--- src/rtl/logic_mux_rr.sv ---
// N-channel bitwise mux cell (y = a ? b : b | ~c) with a round-robin or fixed-select arbiter
// feeding one registered valid/ready output stage and a saturating transfer counter.
module logic_mux_rr #(
  parameter int unsigned N     = 4,
  parameter int unsigned WIDTH = 8,
  parameter int unsigned CNT_W = 16,
  parameter int unsigned SEL_W = $clog2(N)
) (
  input  logic               clk,
  input  logic               rst,
  input  logic               mode_rr,
  input  logic [SEL_W-1:0]   fix_sel,
  input  logic [N-1:0]       in_valid,
  output logic [N-1:0]       in_ready,
  input  logic [N-1:0]       in_a,
  input  logic [N*WIDTH-1:0] in_b,
  input  logic [N*WIDTH-1:0] in_c,
  output logic               out_valid,
  input  logic               out_ready,
  output logic [WIDTH-1:0]   out_data,
  output logic [SEL_W-1:0]   out_chan,
  output logic [CNT_W-1:0]   xfer_cnt
);

  logic               r_out_valid;
  logic [WIDTH-1:0]   r_out_data;
  logic [SEL_W-1:0]   r_out_chan;
  logic [CNT_W-1:0]   r_cnt;
  logic [SEL_W-1:0]   r_rr_ptr;

  logic [N-1:0]       w_elig;
  logic               w_found;
  logic [SEL_W-1:0]   w_gnt;
  logic               w_load_en;
  logic               w_accept;
  logic               w_a;
  logic [WIDTH-1:0]   w_b;
  logic [WIDTH-1:0]   w_c;
  logic [WIDTH-1:0]   w_f;

  // An out-of-range fix_sel never matches any index, so nothing is eligible.
  always_comb begin
    w_elig = '0;
    for (int unsigned i = 0; i < N; i++) begin
      w_elig[i] = mode_rr ? in_valid[i] : (in_valid[i] && (32'(fix_sel) == i));
    end
  end

  always_comb begin
    int unsigned w_idx;
    w_found = 1'b0;
    w_gnt   = '0;
    w_idx   = 0;
    for (int unsigned k = 1; k <= N; k++) begin
      w_idx = (32'(r_rr_ptr) + k) % N;
      if (!w_found && w_elig[w_idx]) begin
        w_found = 1'b1;
        w_gnt   = SEL_W'(w_idx);
      end
    end
  end

  assign w_load_en = ~r_out_valid | out_ready;
  assign w_accept  = w_load_en & w_found;

  assign w_a = in_a[w_gnt];
  assign w_b = in_b[w_gnt*WIDTH +: WIDTH];
  assign w_c = in_c[w_gnt*WIDTH +: WIDTH];
  assign w_f = w_a ? w_b : (w_b | ~w_c);

  always_comb begin
    in_ready = '0;
    if (w_accept) begin
      in_ready[w_gnt] = 1'b1;
    end
  end

  always_ff @(posedge clk or posedge rst) begin
    if (rst) begin
      r_out_valid <= 1'b0;
      r_out_data  <= '0;
      r_out_chan  <= '0;
      r_rr_ptr    <= SEL_W'(N - 1);
    end else if (w_accept) begin
      r_out_valid <= 1'b1;
      r_out_data  <= w_f;
      r_out_chan  <= w_gnt;
      r_rr_ptr    <= w_gnt;
    end else if (out_ready) begin
      r_out_valid <= 1'b0;
    end
  end

  always_ff @(posedge clk or posedge rst) begin
    if (rst) begin
      r_cnt <= '0;
    end else if (r_out_valid && out_ready && (r_cnt != {CNT_W{1'b1}})) begin
      r_cnt <= r_cnt + 1'b1;
    end
  end

  assign out_valid = r_out_valid;
  assign out_data  = r_out_data;
  assign out_chan  = r_out_chan;
  assign xfer_cnt  = r_cnt;

endmodule
--- config.mk ---
export PLATFORM = sky130hd
export DESIGN_NAME = logic_mux_rr
export DESIGN_NICKNAME = d
export VERILOG_FILES = /design/src/rtl/logic_mux_rr.sv
export SDC_FILE = /design/constraint.sdc
export NUM_CORES = 1
export LEC_CHECK = 0
export ABC_CLOCK_PERIOD_IN_PS = 4300
export CELL_PAD_IN_SITES_DETAIL_PLACEMENT = 0
export CELL_PAD_IN_SITES_GLOBAL_PLACEMENT = 1
export CORE_MARGIN = 3
export CORE_UTILIZATION = 30
export CTS_CLUSTER_DIAMETER = 200
export DETAILED_ROUTE_END_ITERATION = 10
export PLACE_DENSITY = 0.95
export SYNTH_ARGS = -nofsm -noshare
export SYNTH_HDL_FRONTEND = slang
export SYNTH_SLANG_ARGS = --single-unit
--- constraint.sdc ---
create_clock -name clk -period 4.3 [get_ports clk]
set_clock_uncertainty 0.1 [all_clocks]
set_input_delay 0.645 -clock clk [delete_from_list [all_inputs] [get_ports clk]]
set_output_delay 0.645 -clock clk [all_outputs]
set_load 0.005 [all_outputs]
==> metrics.yaml, run 1 <==
grt_start_max_net_pins: 30
route.met3.wl_um: 631
detailroute.wirelength.met2_um: 3170
clock_path_buffers: 2
drt_pre_antenna_iters: 4
worst_path_arrival_time_ps: 2990
yosys_most_used_dff: "sky130_fd_sc_hd__dfrtp_1"
power.switching_fraction_pct: 33.0
power.static_leakage_nw: 1.37
p_switching_mw: 0.370
cts.htree.levels: 2
worst_setup_path_end_kind: "output port"
holdCritPathClass: "register to register"
die-area_mm2: 0.00770
synth.area.top_cells: "sky130_fd_sc_hd__dfrtp_1 34%, sky130_fd_sc_hd__mux2i_1 10%, sky130_fd_sc_hd__nand2_1 9.0%, sky130_fd_sc_hd__a21oi_1 4.7%, sky130_fd_sc_hd__xnor2_1 4.4%"
routed_wire_length_per_instance_um: 15.6
grt_pass1_vias: 2116
dp.final_hpwl_um: 4990
post_cts_sizing: 0
synthDistinctLibCells: 43
rsz_0062_raised_after_global_routing: "false"
share_of_final_layout_standard_cells_stronger_than_drive_strength_1_pct: 5.34
first_pass_grt_wire_length_um: 9950
synth_enable_flop_cells: 0
insertion_delay_ps: 280
number_of_antenna_violations_at_the_first_check_in_global_routing: 0
syn_to_final_growth_pct: 61.9
synth-seq-area-share_pct: 36.3
grt.total_usage_pct: 16.5
synthesis.instances: 225
clock_sink_count: 29
timing_worst_slew_pin_value_ps: 1070
synth_nets: 304
mappedNetlistArea_mm2: 0.00200
power.sequential.fraction_pct: 35.9
p_clk_share_pct: 19.3
gpl_congestion: 0.829
cap_viol_max_count: 0
routedLengthMet1_um: 2640
yosys_warnings: 0
remaining_drc_errors: 0
initial_core_util_pct: 31.2
worstSetupPathType: "input port to output port"
yosys_register_bits: 29
cts_tree: "done"
clock_tree.root_cell: "sky130_fd_sc_hd__clkbuf_8"
diodes: 0
max_slew_violation_total_from_the_final_report: 0
synthesis.area_per_instance_um2: 8.91
detail_route.wirelength_um: 6460
power_per_unit_of_standard_cell_area_mw_per_mm2: 346
worst-r2r-cell-count: 8
numCtsBuffers: 5
initial_drc_count: 82
netlist.area_leader.share_pct: 33.7
core_region_area_mm2: 0.00642
maxClockFrequency_ghz: 0.268
route.vias.total: 2123
hold_path_depth: 1
timing.final.setup_violations: 0
share_comb_of_total_power_pct: 44.9
final.setup.worst_slack_ps: 562
die_width_um: 87.7
min_period_over_period_pct: 86.9
place_worst_setup_slack_ps: 559
maxUsedRoutingLayer: "met4"
die_h_um: 87.7
layout.nets: 415
fin_crit_ps: 3740
boundaryPins: 109
std_cell_rows: 29
synth_async_sr_flop_share_pct: 100
clk_transition_reported_paths_ps: 60
cts.repair_timing.setup_buffer_count: 0
overflow_left_after_global_routing: 0
max-vdd-ir-drop_v: 0.000287
hold_viol_final: 0
drt.antenna.violating_nets: 0
synth_top_cell_by_area: "sky130_fd_sc_hd__dfrtp_1"
intPower_mw: 0.752
path_max_fanout: 12
slew-limit-headroom_pct: 28.5
avgViaCountPerCell: 5.13
setup-tns-final_ps: 0
critPathLaunchType: "input port"
outcome: "finished, final reports clean"
numPortBuffers: 108
worstPathRequired_ps: 3560
cts_hold_repair.buffers: 0
[path summary, 6_finish.rpt]
kind / from / endpoint / slack, ps
min in group asynchronous: rst / out_data[7] / 840
worst max-delay path: fix_sel[0] / in_ready[2] / 560
worst min-delay path: xfer_cnt[14] / xfer_cnt[14] / 400
max in group asynchronous: rst / xfer_cnt[6] / 2620
worst max register to register: r_rr_ptr[1] / out_data[7] / 1310
worst min register to register: xfer_cnt[14] / xfer_cnt[14] / 400
[cell type report]
type,instances,area [µm²]
fill,591,3180
multi-input combinational,183,1200
timing repair buffer,113,1120
sequential,29,728
tap,77,96.3
clock buffer,6,72.6
inverter,4,15.0
clock inverter,2,10.0
[synth_stat cells (3+ instances only)]
cell                       number
sky130_fd_sc_hd__nand2_1       48
sky130_fd_sc_hd__inv_1          4
sky130_fd_sc_hd__o32a_1         8
sky130_fd_sc_hd__clkbuf_1       4
sky130_fd_sc_hd__a21oi_1       19
sky130_fd_sc_hd__nor2b_1        5
sky130_fd_sc_hd__and3_1         5
sky130_fd_sc_hd__xnor2_1       10
sky130_fd_sc_hd__xor2_1         5
sky130_fd_sc_hd__mux2i_1       20
sky130_fd_sc_hd__nand2b_1       3
sky130_fd_sc_hd__a221o_1        8
sky130_fd_sc_hd__nor2_1         7
sky130_fd_sc_hd__dfrtp_1       27
sky130_fd_sc_hd__o21ai_0       12
sky130_fd_sc_hd__nand3_1        7
[state kept, by name, summed over array words and instances (netlist names)]
name	count
out_data	8
out_chan	2
out_valid	1
xfer_cnt	16
r_rr_ptr	2
[kinds of logic after synthesis]
family,count (synthesis),synth area share [%]
and+or+nand+nor,83,19.5
adders and majority gates,1,0.624
muxes,22,11.7
AOI/OAI and AO/OA,62,21.7
DFF,29,36.3
xor gates and xnor gates,15,6.55
buffers and inverters,13,3.62
[placed cells by master (no fill, tap or decap), drive strengths merged, types with 2 or more instances in the layout]
| cell | n |
|---|---|
| clkbuf | 6 |
| nor2 | 7 |
| mux2i | 21 |
| xor2 | 5 |
| clkdlybuf4s50 | 108 |
| a21o | 2 |
| nand3b | 2 |
| and3 | 5 |
| a21oi | 20 |
| xnor2 | 10 |
| a221o | 8 |
| dfrtp | 27 |
| nand3 | 7 |
| nand2b | 3 |
| inv | 4 |
| o32a | 8 |
| clkinv | 2 |
| dfstp | 2 |
| a21boi | 2 |
| buf | 5 |
| o21ai | 12 |
| nor2b | 5 |
| nand2 | 48 |
[power groups by stage]
| stage | sequential, mW | combinational, mW | clock, mW |
|---|---|---|---|
| 3_3_place_gp | 0.404 | 0.503 | 0 |
| 3_5_place_dp | 0.405 | 0.509 | 0 |
| 5_1_grt | 0.416 | 0.550 | 0.233 |
| 6_report | 0.403 | 0.504 | 0.216 |
| 4_1_cts | 0.402 | 0.511 | 0.219 |
| 2_1_floorplan | 0.398 | 0.252 | 0 |
[stage by stage]
stage                     cells  area (µm²)  power [mW]  util, %  hold slack, ps
after detailed placement    406        3160       0.914     49.2             385
after floorplan             225        2000       0.651        -             373
after global placement      406        3160       0.906     49.2             373
after CTS                   414        3240        1.13     50.5             400
after global routing        414        3240        1.20     50.5             421
final                       414        3240        1.12     50.5             396
[critical path, stage by stage]
cell,delay (ps)
sky130_fd_sc_hd__clkdlybuf4s50_1,630
sky130_fd_sc_hd__nor2b_1,210
sky130_fd_sc_hd__o21ai_0,160
sky130_fd_sc_hd__o31ai_1,350
sky130_fd_sc_hd__a21o_1,420
sky130_fd_sc_hd__nor2_1,90
sky130_fd_sc_hd__clkdlybuf4s50_1,480
[layer usage]
layer | vias to the layer above | GRT usage (%)
met5 | - | 0
met2 | 88 | 28.5
met3 | 4 | 4.99
met1 | 988 | 19.5
li1 | 1043 | -
met4 | 0 | 5.16
No activity file was read; power rests on OpenSTA's default activity.
==> inputs of run 2 (changes only) <==
Settings changed: ABC_CLOCK_PERIOD_IN_PS 4300 to not set, MAX_ROUTING_LAYER set to met4, TNS_END_PERCENT set to 1.
==> metrics.yaml, run 2 (synthesis results as in run 1) <==
placedCellCount: 406  # unchanged
die-area_mm2: 0.00770  # unchanged
cts_hold_repair.buffers: 0  # unchanged
syn_to_final_growth_pct: 61.9  # unchanged
critPathLaunchType: "input port"
gpl_congestion: 0.841  # +1.5%
power.switching_fraction_pct: 33.0  # about the same
route.vias.total: 2136  # +0.61%
worstPathRequired_ps: 3560  # about the same
design_power_total_mw: 1.12  # about the same
cts_tree: "done"
routed_wire_length_per_instance_um: 15.6  # -0.15%
share_comb_of_total_power_pct: 44.8  # about the same
place_worst_setup_slack_ps: 559  # unchanged
cp_top_family: "buffers and inverters"
number_of_antenna_violations_at_the_first_check_in_global_routing: 0  # unchanged
maxClockFrequency_ghz: 0.267  # -0.36%
outcome: "finished, final reports clean"
worst_path_arrival_time_ps: 3010  # +20 ps
intPower_mw: 0.752  # about the same
grt_pass1_vias: 2117  # +0.047%
p_clk_share_pct: 19.3  # about the same
core_region_area_mm2: 0.00642  # unchanged
remaining_drc_errors: 0  # unchanged
die_width_um: 87.7  # unchanged
power.static_leakage_nw: 1.37  # unchanged
min_period_over_period_pct: 87.3  # +0.32 points
initial_core_util_pct: 31.2  # unchanged
hold_viol_final: 0  # unchanged
timing.critical_path.buf_inv: 2  # unchanged
timing_worst_slew_pin_value_ps: 1090  # +21.3 ps
numCtsBuffers: 5  # unchanged
clock_tree.root_cell: "sky130_fd_sc_hd__clkbuf_8"
timing.critical_path.slowest_stage_cell: "sky130_fd_sc_hd__clkdlybuf4s50_1"
layout.cells.non_filler: 414  # unchanged
rsz_0062_raised_after_global_routing: "false"
path_max_fanout: 12  # unchanged
avgViaCountPerCell: 5.16  # +0.61%
fin_crit_ps: 3750  # +13.6 ps
largest_register_ffs: 16  # unchanged
numPortBuffers: 108  # unchanged
most-common-layout-cells: "108 x sky130_fd_sc_hd__clkdlybuf4s50_1, 48 x sky130_fd_sc_hd__nand2_1, 27 x sky130_fd_sc_hd__dfrtp_1, 20 x sky130_fd_sc_hd__mux2i_1, 19 x sky130_fd_sc_hd__a21oi_1"
worstSetupPathType: "input port to output port"
die_h_um: 87.7  # unchanged
drt.antenna.violating_nets: 0  # unchanged
detail_route.wirelength_um: 6450  # -0.15%
critical_path.most_common_cell: "sky130_fd_sc_hd__clkdlybuf4s50_1"
insertion_delay_ps: 280  # about the same
diodes: 0  # unchanged
holdCritPathClass: "register to register"
power_per_unit_of_standard_cell_area_mw_per_mm2: 346  # about the same
power.sequential.fraction_pct: 35.9  # about the same
drt_pre_antenna_iters: 4  # unchanged
grt.total_usage_pct: 17.0  # +0.51 points
setup-tns-final_ps: 0  # unchanged
p_switching_mw: 0.370  # about the same
cts.htree.levels: 2  # unchanged
cts.repair_timing.setup_buffer_count: 0  # unchanged
overflow_left_after_global_routing: 0  # unchanged
initial_drc_count: 89  # +8.5%
first_pass_grt_wire_length_um: 9940  # -0.13%
clock_path_buffers: 2  # unchanged
layout.cells.most_common: "sky130_fd_sc_hd__clkdlybuf4s50_1"
layout.nets: 415  # unchanged
grt_start_max_net_pins: 30  # unchanged
slew-limit-headroom_pct: 27.1  # -1.4 points
crit_chain: "clkdlybuf4s50_1 -> nor2b_1 -> o21ai_0 -> o31ai_1 -> a21o_1 -> nor2_1 -> clkdlybuf4s50_1"
max-vdd-ir-drop_v: 0.000287  # +0.15%
dp.final_hpwl_um: 4990  # unchanged
worst_setup_path_end_kind: "output port"
post_cts_sizing: 0  # unchanged
std_cell_rows: 29  # unchanged
final.setup.worst_slack_ps: 548  # -13.6 ps
max_stage_delay_ps: 630  # about the same
clock_sink_count: 29  # unchanged
timing.final.setup_violations: 0  # unchanged
boundaryPins: 109  # unchanged
cap_viol_max_count: 0  # unchanged
share_of_final_layout_standard_cells_stronger_than_drive_strength_1_pct: 5.34  # unchanged
clk_transition_reported_paths_ps: 60  # about the same
max_slew_violation_total_from_the_final_report: 0  # unchanged
[run 2: cell counts in the layout (fill, tap and decap cells not counted)]
Identical to the previous run, type by type.
[run 2: area by class of cell]
class                   count  area (µm²)
multi-input cells         183        1200
well taps                  77        96.3
inverters                   4        15.0
repair buffers            113        1120
flip-flops and latches     29         728
clock buffers               6        72.6
fillers                   591        3180
clock inverters             2        10.0
[run 2: power groups by stage]
stage / sequential [mW] / clock [mW] / combinational, mW
after floorplan: 0.398 / 0 / 0.252
after global placement: 0.404 / 0 / 0.503
after detailed placement: 0.405 / 0 / 0.509
after CTS: 0.402 / 0.219 / 0.511
after global routing: 0.416 / 0.233 / 0.550
final: 0.403 / 0.216 / 0.503
[run 2: worst paths after layout]
check	start	end	slack [ps]	cells past startpoint
worst max-delay path	fix_sel[0]	in_ready[2]	550	7
worst min-delay path	xfer_cnt[14]	xfer_cnt[14]	390	1
worst max register to register	r_rr_ptr[1]	out_data[7]	1300	8
worst min register to register	xfer_cnt[14]	xfer_cnt[14]	390	1
max in group asynchronous	rst	xfer_cnt[6]	2600	2
min in group asynchronous	rst	out_data[7]	840	2
[run 2: through the flow]
stage / utilization (%) / hold slack, ps / area, µm²
6_report: 50.5 / 394 / 3240
5_1_grt: 50.5 / 421 / 3240
4_1_cts: 50.5 / 400 / 3240
3_5_place_dp: 49.2 / 385 / 3160
3_3_place_gp: 49.2 / 373 / 3160
2_1_floorplan: - / 373 / 2000
[run 2: metal layers]
| layer | routed length (µm) | vias up | GRT usage, % |
|---|---|---|---|
| li1 | - | 1041 | - |
| met3 | 555 | 8 | 4.33 |
| met1 | 2700 | 1003 | 20.1 |
| met5 | 0 | - | - |
| met4 | 63 | 0 | 5.16 |
| met2 | 3130 | 84 | 28.3 |
